===== config.mk =====
export PLATFORM = sky130hd
export DESIGN_NAME = pe_dbuf_acc
export DESIGN_NICKNAME = d
export VERILOG_FILES = /design/src/rtl/pe_dbuf_acc.sv
export SDC_FILE = /design/constraint.sdc
export NUM_CORES = 1
export LEC_CHECK = 0
export ABC_CLOCK_PERIOD_IN_PS = 8300
export CORE_ASPECT_RATIO = 1.2
export CORE_MARGIN = 2
export CORE_UTILIZATION = 55
export CTS_BUF_LIST = sky130_fd_sc_hd__clkbuf_16
export CTS_CLUSTER_DIAMETER = 60
export CTS_CLUSTER_SIZE = 30
export DETAILED_ROUTE_END_ITERATION = 16
export PLACE_DENSITY = 0.79
export SYNTH_ARGS = -nofsm -noshare
export SYNTH_HDL_FRONTEND = slang
export SYNTH_SLANG_ARGS = --single-unit

===== constraint.sdc =====
create_clock -name PE_clk -period 8.3 [get_ports PE_clk]
set_clock_uncertainty 0.2 [all_clocks]
set_input_delay 1.66 -clock PE_clk [delete_from_list [all_inputs] [get_ports PE_clk]]
set_output_delay 1.66 -clock PE_clk [all_outputs]
set_load 0.02 [all_outputs]

===== src/rtl/pe_dbuf_acc.sv =====
// Systolic PE with a double-buffered weight, WS/OS/DRAIN compute modes and saturating accumulate.
// Optional macro PE_PIPE_MUL_EN registers the multiplier, giving a 2-cycle WS path and right path.
module pe_dbuf_acc #(
    parameter int DATA_W = 9,
    parameter int W_W    = 9,
    parameter int ACC_W  = 32
) (
    input  logic              PE_clk,
    input  logic              PE_rst_n,
    input  logic [1:0]        PE_mode,
    input  logic              PE_clr,
    input  logic              PE_valid_up,
    input  logic [ACC_W-1:0]  PE_data_up,
    output logic              PE_valid_down,
    output logic [ACC_W-1:0]  PE_data_down,
    input  logic              PE_valid_left,
    input  logic [DATA_W-1:0] PE_data_left,
    input  logic              PE_swap_left,
    output logic              PE_valid_right,
    output logic [DATA_W-1:0] PE_data_right,
    output logic              PE_swap_right,
    output logic              PE_sat,
    output logic              PE_err
);

    typedef enum logic [1:0] {
        MODE_WS    = 2'b00,
        MODE_LOAD  = 2'b01,
        MODE_OS    = 2'b10,
        MODE_DRAIN = 2'b11
    } mode_t;

    localparam int P_W = DATA_W + W_W;
    // Sum width covers both operands even if ACC_W is narrower than the product.
    localparam int S_W = ((P_W > ACC_W) ? P_W : ACC_W) + 1;
    localparam logic [ACC_W-1:0] ACC_MAX = {1'b0, {(ACC_W-1){1'b1}}};
    localparam logic [ACC_W-1:0] ACC_MIN = {1'b1, {(ACC_W-1){1'b0}}};

    function automatic logic [S_W-1:0] ext_p(input logic [P_W-1:0] p);
        return {{(S_W-P_W){p[P_W-1]}}, p};
    endfunction

    function automatic logic [S_W-1:0] ext_a(input logic [ACC_W-1:0] a);
        return {{(S_W-ACC_W){a[ACC_W-1]}}, a};
    endfunction

    // Returns {clamped, value}.
    function automatic logic [ACC_W:0] sat_fn(input logic [S_W-1:0] s);
        logic ovf;
        ovf = ~(&s[S_W-1:ACC_W-1]) & (|s[S_W-1:ACC_W-1]);
        if (ovf) return {1'b1, (s[S_W-1] ? ACC_MIN : ACC_MAX)};
        return {1'b0, s[ACC_W-1:0]};
    endfunction

    mode_t             mode;
    logic [W_W-1:0]    active_w;
    logic [W_W-1:0]    shadow_w;
    logic              shadow_full;
    logic [ACC_W-1:0]  acc;

    logic              swap_beat;
    logic              do_swap;
    logic              load_beat;
    logic [W_W-1:0]    w_eff;
    logic [P_W-1:0]    prod;

    logic              vd_n;
    logic [ACC_W-1:0]  dd_n;
    logic [ACC_W-1:0]  acc_n;
    logic              sat_n;

    logic              rv_src;
    logic [DATA_W-1:0] rd_src;
    logic              rs_src;

    logic [S_W-1:0]    ws_sum;
    logic [S_W-1:0]    os_sum;
    logic [ACC_W:0]    ws_res;
    logic [ACC_W:0]    os_res;

    assign mode      = mode_t'(PE_mode);
    assign swap_beat = PE_valid_left & PE_swap_left;
    assign do_swap   = swap_beat & shadow_full;
    assign load_beat = (mode == MODE_LOAD) & PE_valid_up;
    assign w_eff     = do_swap ? shadow_w : active_w;
    assign prod      = $signed({{W_W{PE_data_left[DATA_W-1]}}, PE_data_left})
                     * $signed({{DATA_W{w_eff[W_W-1]}}, w_eff});

    // A load in the swap cycle lands after the swap has consumed the old shadow.
    always_ff @(posedge PE_clk or negedge PE_rst_n) begin
        if (!PE_rst_n) begin
            active_w    <= '0;
            shadow_w    <= '0;
            shadow_full <= 1'b0;
            PE_err      <= 1'b0;
        end else begin
            if (do_swap) begin
                active_w    <= shadow_w;
                shadow_full <= 1'b0;
            end
            if (load_beat) begin
                shadow_w    <= PE_data_up[W_W-1:0];
                shadow_full <= 1'b1;
            end
            if (swap_beat && !shadow_full) PE_err <= 1'b1;
        end
    end

`ifdef PE_PIPE_MUL_EN
    mode_t             s1_mode;
    logic              s1_beat;
    logic [P_W-1:0]    s1_prod;
    logic              s1_vup;
    logic [ACC_W-1:0]  s1_up;
    logic              s1_clr;
    logic              s1_vl;
    logic [DATA_W-1:0] s1_dl;
    logic              s1_sw;
    logic              os_now;
    logic              clr_now;

    assign os_now  = (mode == MODE_OS) & PE_valid_left;
    assign clr_now = PE_clr & ~os_now;

    always_ff @(posedge PE_clk or negedge PE_rst_n) begin
        if (!PE_rst_n) begin
            s1_mode <= MODE_WS;
            s1_beat <= 1'b0;
            s1_prod <= '0;
            s1_vup  <= 1'b0;
            s1_up   <= '0;
            s1_clr  <= 1'b0;
            s1_vl   <= 1'b0;
            s1_dl   <= '0;
            s1_sw   <= 1'b0;
        end else begin
            s1_mode <= mode;
            s1_beat <= PE_valid_left;
            s1_prod <= prod;
            s1_vup  <= PE_valid_up;
            s1_up   <= PE_data_up;
            s1_clr  <= PE_clr & os_now;
            s1_vl   <= PE_valid_left;
            if (PE_valid_left) s1_dl <= PE_data_left;
            s1_sw   <= PE_valid_left & PE_swap_left;
        end
    end

    assign ws_sum = ext_p(s1_prod) + (s1_vup ? ext_a(s1_up) : '0);
    assign os_sum = (s1_clr ? '0 : ext_a(acc)) + ext_p(s1_prod);
    assign ws_res = sat_fn(ws_sum);
    assign os_res = sat_fn(os_sum);

    assign rv_src = s1_vl;
    assign rd_src = s1_dl;
    assign rs_src = s1_sw;

    // Stage-2 results first; 1-cycle LOAD/DRAIN beats override on collision,
    // so leave one idle cycle when switching from WS/OS into LOAD/DRAIN.
    always_comb begin
        vd_n  = 1'b0;
        dd_n  = PE_data_down;
        acc_n = acc;
        sat_n = PE_sat;
        if (s1_beat && s1_mode == MODE_OS) begin
            acc_n = os_res[ACC_W-1:0];
            if (s1_clr) sat_n = 1'b0;
            if (os_res[ACC_W]) sat_n = 1'b1;
        end
        if (s1_beat && s1_mode == MODE_WS) begin
            dd_n = ws_res[ACC_W-1:0];
            vd_n = 1'b1;
            if (ws_res[ACC_W]) sat_n = 1'b1;
        end
        if (clr_now) begin
            acc_n = '0;
            sat_n = 1'b0;
        end
        if (load_beat) begin
            dd_n = PE_data_up;
            vd_n = 1'b1;
        end
        if (mode == MODE_DRAIN && PE_valid_up) begin
            dd_n  = acc;
            vd_n  = 1'b1;
            acc_n = PE_clr ? '0 : PE_data_up;
        end
    end
`else
    assign ws_sum = ext_p(prod) + (PE_valid_up ? ext_a(PE_data_up) : '0);
    assign os_sum = (PE_clr ? '0 : ext_a(acc)) + ext_p(prod);
    assign ws_res = sat_fn(ws_sum);
    assign os_res = sat_fn(os_sum);

    assign rv_src = PE_valid_left;
    assign rd_src = PE_data_left;
    assign rs_src = PE_valid_left & PE_swap_left;

    always_comb begin
        vd_n  = 1'b0;
        dd_n  = PE_data_down;
        acc_n = acc;
        sat_n = PE_sat;
        if (PE_clr) begin
            acc_n = '0;
            sat_n = 1'b0;
        end
        unique case (mode)
            MODE_LOAD: begin
                if (PE_valid_up) begin
                    dd_n = PE_data_up;
                    vd_n = 1'b1;
                end
            end
            MODE_WS: begin
                if (PE_valid_left) begin
                    dd_n = ws_res[ACC_W-1:0];
                    vd_n = 1'b1;
                    if (ws_res[ACC_W]) sat_n = 1'b1;
                end
            end
            MODE_OS: begin
                if (PE_valid_left) begin
                    acc_n = os_res[ACC_W-1:0];
                    if (os_res[ACC_W]) sat_n = 1'b1;
                end
            end
            MODE_DRAIN: begin
                if (PE_valid_up) begin
                    dd_n = acc;
                    vd_n = 1'b1;
                    if (!PE_clr) acc_n = PE_data_up;
                end
            end
            default: ;
        endcase
    end
`endif

    always_ff @(posedge PE_clk or negedge PE_rst_n) begin
        if (!PE_rst_n) begin
            acc            <= '0;
            PE_sat         <= 1'b0;
            PE_valid_down  <= 1'b0;
            PE_data_down   <= '0;
            PE_valid_right <= 1'b0;
            PE_data_right  <= '0;
            PE_swap_right  <= 1'b0;
        end else begin
            acc            <= acc_n;
            PE_sat         <= sat_n;
            PE_valid_down  <= vd_n;
            PE_data_down   <= dd_n;
            PE_valid_right <= rv_src;
            if (rv_src) PE_data_right <= rd_src;
            PE_swap_right  <= rs_src;
        end
    end

endmodule


==> results_tabular.tex <==
\begin{tabular}{lr}
\hline
Metric & Value \\
\hline
\multicolumn{2}{l}{\textbf{Synth}} \\
\quad Share of the yosys chip area belonging to registers & 0.195 \\
\quad Synthesized netlist net count & 1732 \\
\quad Number of storage elements in the synthesis netlist & 97 \\
\quad Post-synthesis instance total & 1519 \\
\quad Library cells used by synthesis & 86 \\
\quad Post-synth top area share & 0.195 \\
\quad Asr flop ratio synth & 1.00 \\
\quad Cell Area, Synth & 12400 µm² \\
\quad Largest cells by area after synthesis & sky130\_fd\_sc\_hd\_\_dfrtp\_1 (20\%), sky130\_fd\_sc\_hd\_\_fa\_1 (12\%), sky130\_fd\_sc\_hd\_\_ha\_1 (9.3\%), sky130\_fd\_sc\_hd\_\_a21oi\_1 (6.4\%), sky130\_fd\_sc\_hd\_\_o21ai\_0 (5.1\%) \\
\quad Avg Inst Size Synth & 8.19 µm² \\
\quad Cell type with the highest aggregate area in the netlist & sky130\_fd\_sc\_hd\_\_dfrtp\_1 \\
\quad Predominant post-synthesis flop cell & sky130\_fd\_sc\_hd\_\_dfrtp\_1 \\
\quad Synth Warn \# & 0 \\
\quad Number of enable flip-flop cells after synthesis & 0 \\
\multicolumn{2}{l}{\textbf{Timing}} \\
\quad Setup repair after global routing missed its margin & true \\
\quad Achievable Freq & 110 MHz \\
\quad Final sum of negative setup slack & -40.08 ns \\
\quad Finish-stage setup viols & 65 \\
\quad Fin. max-slew vios & 0 \\
\quad Worst hold slack & 0.292 ns \\
\quad Worst Tran Pin Value & 1.06 ns \\
\quad Final critical-path required period & 9.06 ns \\
\quad PnR worst setup slack & -0.757 ns \\
\quad Portion of the clock cycle consumed by the worst path in the final layout & 1.09 \\
\quad Final Hold Violating Endpoints & 0 \\
\quad Slew margin rel. & 0.291 \\
\multicolumn{2}{l}{\textbf{Route}} \\
\quad Router iterations before antenna repair & 8 \\
\quad Number of vias per cell & 6.48 \\
\quad Overall routed net length & 47300 µm \\
\quad Remaining number of nets flagged by the antenna check after routing & 0 \\
\quad DRC violation count after routing & 0 \\
\quad Routed vias & 13800 \\
\quad Starting DRC count in detailed routing & 1211 \\
\quad Post-detailed-route wirelength per cell & 22.3 µm \\
\multicolumn{2}{l}{\textbf{GRT}} \\
\quad Initial antenna violation count & 0 \\
\quad Largest net degree at the start of global routing & 97 \\
\quad Vias in the first global route & 14200 \\
\quad Total track usage & 0.394 \\
\quad Total grt overflow & 0 \\
\quad Global-route wire length before repair & 73500 µm \\
\multicolumn{2}{l}{\textbf{Layout}} \\
\quad Leading cell types in the layout, fill and taps excluded & sky130\_fd\_sc\_hd\_\_buf\_4 (260), sky130\_fd\_sc\_hd\_\_a21oi\_1 (133), sky130\_fd\_sc\_hd\_\_inv\_1 (109) \\
\quad ANT cells & 0 \\
\quad Relative area change from synthesis to final layout & 39.4\% \\
\quad Share of post-route cells with drive strength above 1 & 0.287 \\
\quad Leading cell type in the layout, fill and taps excluded & sky130\_fd\_sc\_hd\_\_buf\_4 \\
\quad Final \#Nets & 2052 \\
\quad Post-route core utilization & 0.778 \\
\multicolumn{2}{l}{\textbf{Critical path}} \\
\quad Setup crit start kind & input port \\
\quad Crit Path Category & in -> reg \\
\quad Worst-case register-to-register setup slack & 0.08 ns \\
\quad Beginning of the critical path & PE\_valid\_left \\
\quad Startpoint of the lowest-slack register-to-register path & shadow\_full \\
\quad Worst r2r dst & PE\_data\_down[1] \\
\quad CP Capture Type & register \\
\quad Max stage delay cell, worst path & sky130\_fd\_sc\_hd\_\_fa\_1 \\
\quad Crit path DAT & 9.15 ns \\
\quad Most used cell along the critical path & sky130\_fd\_sc\_hd\_\_fa\_1 \\
\quad Largest driver fanout on the critical path & 6 \\
\quad Worst-case reg-to-reg path depth & 34 \\
\quad Delay of the slowest cell on the worst path & 0.54 ns \\
\quad Number of buffers and inverters on the critical path & 9 \\
\quad Worst path top cell family by delay & adder cells \\
\quad Required time of the critical path & 8.40 ns \\
\multicolumn{2}{l}{\textbf{Placed design}} \\
\quad Number of buffer cells added on primary ports & 94 \\
\quad Global placement routability congestion & 1.01 \\
\quad Place WS & -1.53 ns \\
\quad Final HPWL DP & 32000 µm \\
\multicolumn{2}{l}{\textbf{Clock network}} \\
\quad H-tree depth & 3 \\
\quad Clock insertion delay at the later pin of the skew report & 0.39 ns \\
\quad Longest Clk Path Bufs & 2 \\
\quad Number of buffers added by the clock tree synthesis step & 9 \\
\quad CTS tree & built \\
\quad CTS root buffer & sky130\_fd\_sc\_hd\_\_clkbuf\_16 \\
\quad CTS Sinks & 97 \\
\quad Clock-pin slew on the worst setup and hold paths & 0.09 ns \\
\multicolumn{2}{l}{\textbf{Hold path}} \\
\quad Worst Hold Path Cells & 1 \\
\quad Startpoint of the lowest-slack hold path & PE\_err \\
\quad Worst Hold Class & reg -> reg \\
\quad Worst hold endpoint & PE\_err \\
\multicolumn{2}{l}{\textbf{Die}} \\
\quad Overall die width & 141 µm \\
\quad Number of core rows & 60 \\
\quad Overall die area & 23800 µm² \\
\quad Floorplan Core Area & 22300 µm² \\
\quad Vertical die dimension & 169 µm \\
\quad Number of top-level design ports & 95 \\
\quad Effective utilization at floorplan & 0.558 \\
\multicolumn{2}{l}{\textbf{Job}} \\
\quad Count of max-cap constraint violations & 0 \\
\multicolumn{2}{l}{\textbf{Outcome}} \\
\quad Run status & finished with violations \\
\quad Violated checks & setup timing \\
\hline
\end{tabular}
per-layer routing:
layer	wire length, µm	part of all wire	vias to the layer above	global-route usage
met3	3610	0.076	316	0.0597
met1	16300	0.34	6552	0.435
met4	4070	0.086	0	0.283
li1	-	-	6045	-
met5	0	0	-	0
met2	23300	0.49	837	0.689
worst max path at each step:
| stage | end | slack [ns] | cells after the start |
|---|---|---|---|
| floorplan | PE_data_down[27] | -0.65 | 33 |
| global placement | PE_data_down[27] | -1.51 | 34 |
| detailed placement | acc[4] | -1.53 | 33 |
| CTS | PE_data_down[27] | -0.61 | 34 |
| global route | acc[17] | -0.99 | 34 |
| finish | PE_data_down[1] | -0.76 | 37 |
stage by stage:
| step | cells | cell area, µm² |
|---|---|---|
| detailed placement | 2061 | 15700 |
| CTS | 2115 | 17100 |
| global route | 2123 | 17300 |
| floorplan | 1519 | 13000 |
| global placement | 2061 | 15700 |
| finish | 2123 | 17300 |
final cells by class:
| type | instances | area [µm²] |
|---|---|---|
| Fill cell | 1493 | 4950 |
| Timing Repair Buffer | 390 | 3510 |
| Tap cell | 279 | 349 |
| Inverter | 115 | 457 |
| Sequential cell | 97 | 2430 |
| Clock buffer | 9 | 225 |
| Multi-Input combinational cell | 1226 | 10300 |
| Clock inverter | 7 | 96.3 |
flip-flops by register name, summed over array words and instances (netlist names):
signal          cells
PE_data_down       32
PE_data_right       9
PE_err              1
PE_sat              1
PE_swap_right       1
PE_valid_down       1
PE_valid_right      1
acc                32
active_w            9
shadow_full         1
shadow_w            9
cells in the mapped netlist, types with 15 or more instances:
library cell and instances:
sky130_fd_sc_hd__a21o_1 41, sky130_fd_sc_hd__a21oi_1 160, sky130_fd_sc_hd__and2_1 48, sky130_fd_sc_hd__clkbuf_1 60, sky130_fd_sc_hd__dfrtp_1 97, sky130_fd_sc_hd__fa_1 72, sky130_fd_sc_hd__ha_1 92, sky130_fd_sc_hd__inv_1 114
sky130_fd_sc_hd__mux2_2 27, sky130_fd_sc_hd__nand2_1 103, sky130_fd_sc_hd__nand2b_1 18, sky130_fd_sc_hd__nand3_1 26, sky130_fd_sc_hd__nor2_1 76, sky130_fd_sc_hd__nor2b_1 50, sky130_fd_sc_hd__nor3_1 26, sky130_fd_sc_hd__nor3b_1 25
sky130_fd_sc_hd__o211ai_1 15, sky130_fd_sc_hd__o21a_1 22, sky130_fd_sc_hd__o21ai_0 127, sky130_fd_sc_hd__o22ai_1 40, sky130_fd_sc_hd__or3_1 32, sky130_fd_sc_hd__xnor2_1 42, sky130_fd_sc_hd__xor2_1 20
logic make-up after synthesis:
| family | after synthesis | synth area share |
|---|---|---|
| compound gates | 504 | 0.252 |
| xor+xnor | 70 | 0.0576 |
| fa+ha+maj | 165 | 0.209 |
| buf+inv | 197 | 0.0630 |
| flops | 97 | 0.195 |
| mux | 36 | 0.0317 |
| simple gates | 450 | 0.191 |
timing repair:
| action | CTS | global route |
|---|---|---|
| cloned | 10 | 1 |
| setup endpoints to repair | 65 | 65 |
| pin swaps | 58 | 29 |
| setup buffers | 28 | 7 |
| resized for setup | 131 | 41 |
| hold buffers | 0 | 0 |
Power is not shown: default switching activity piles up to over one toggle a cycle in this logic, so the estimate is an artifact.
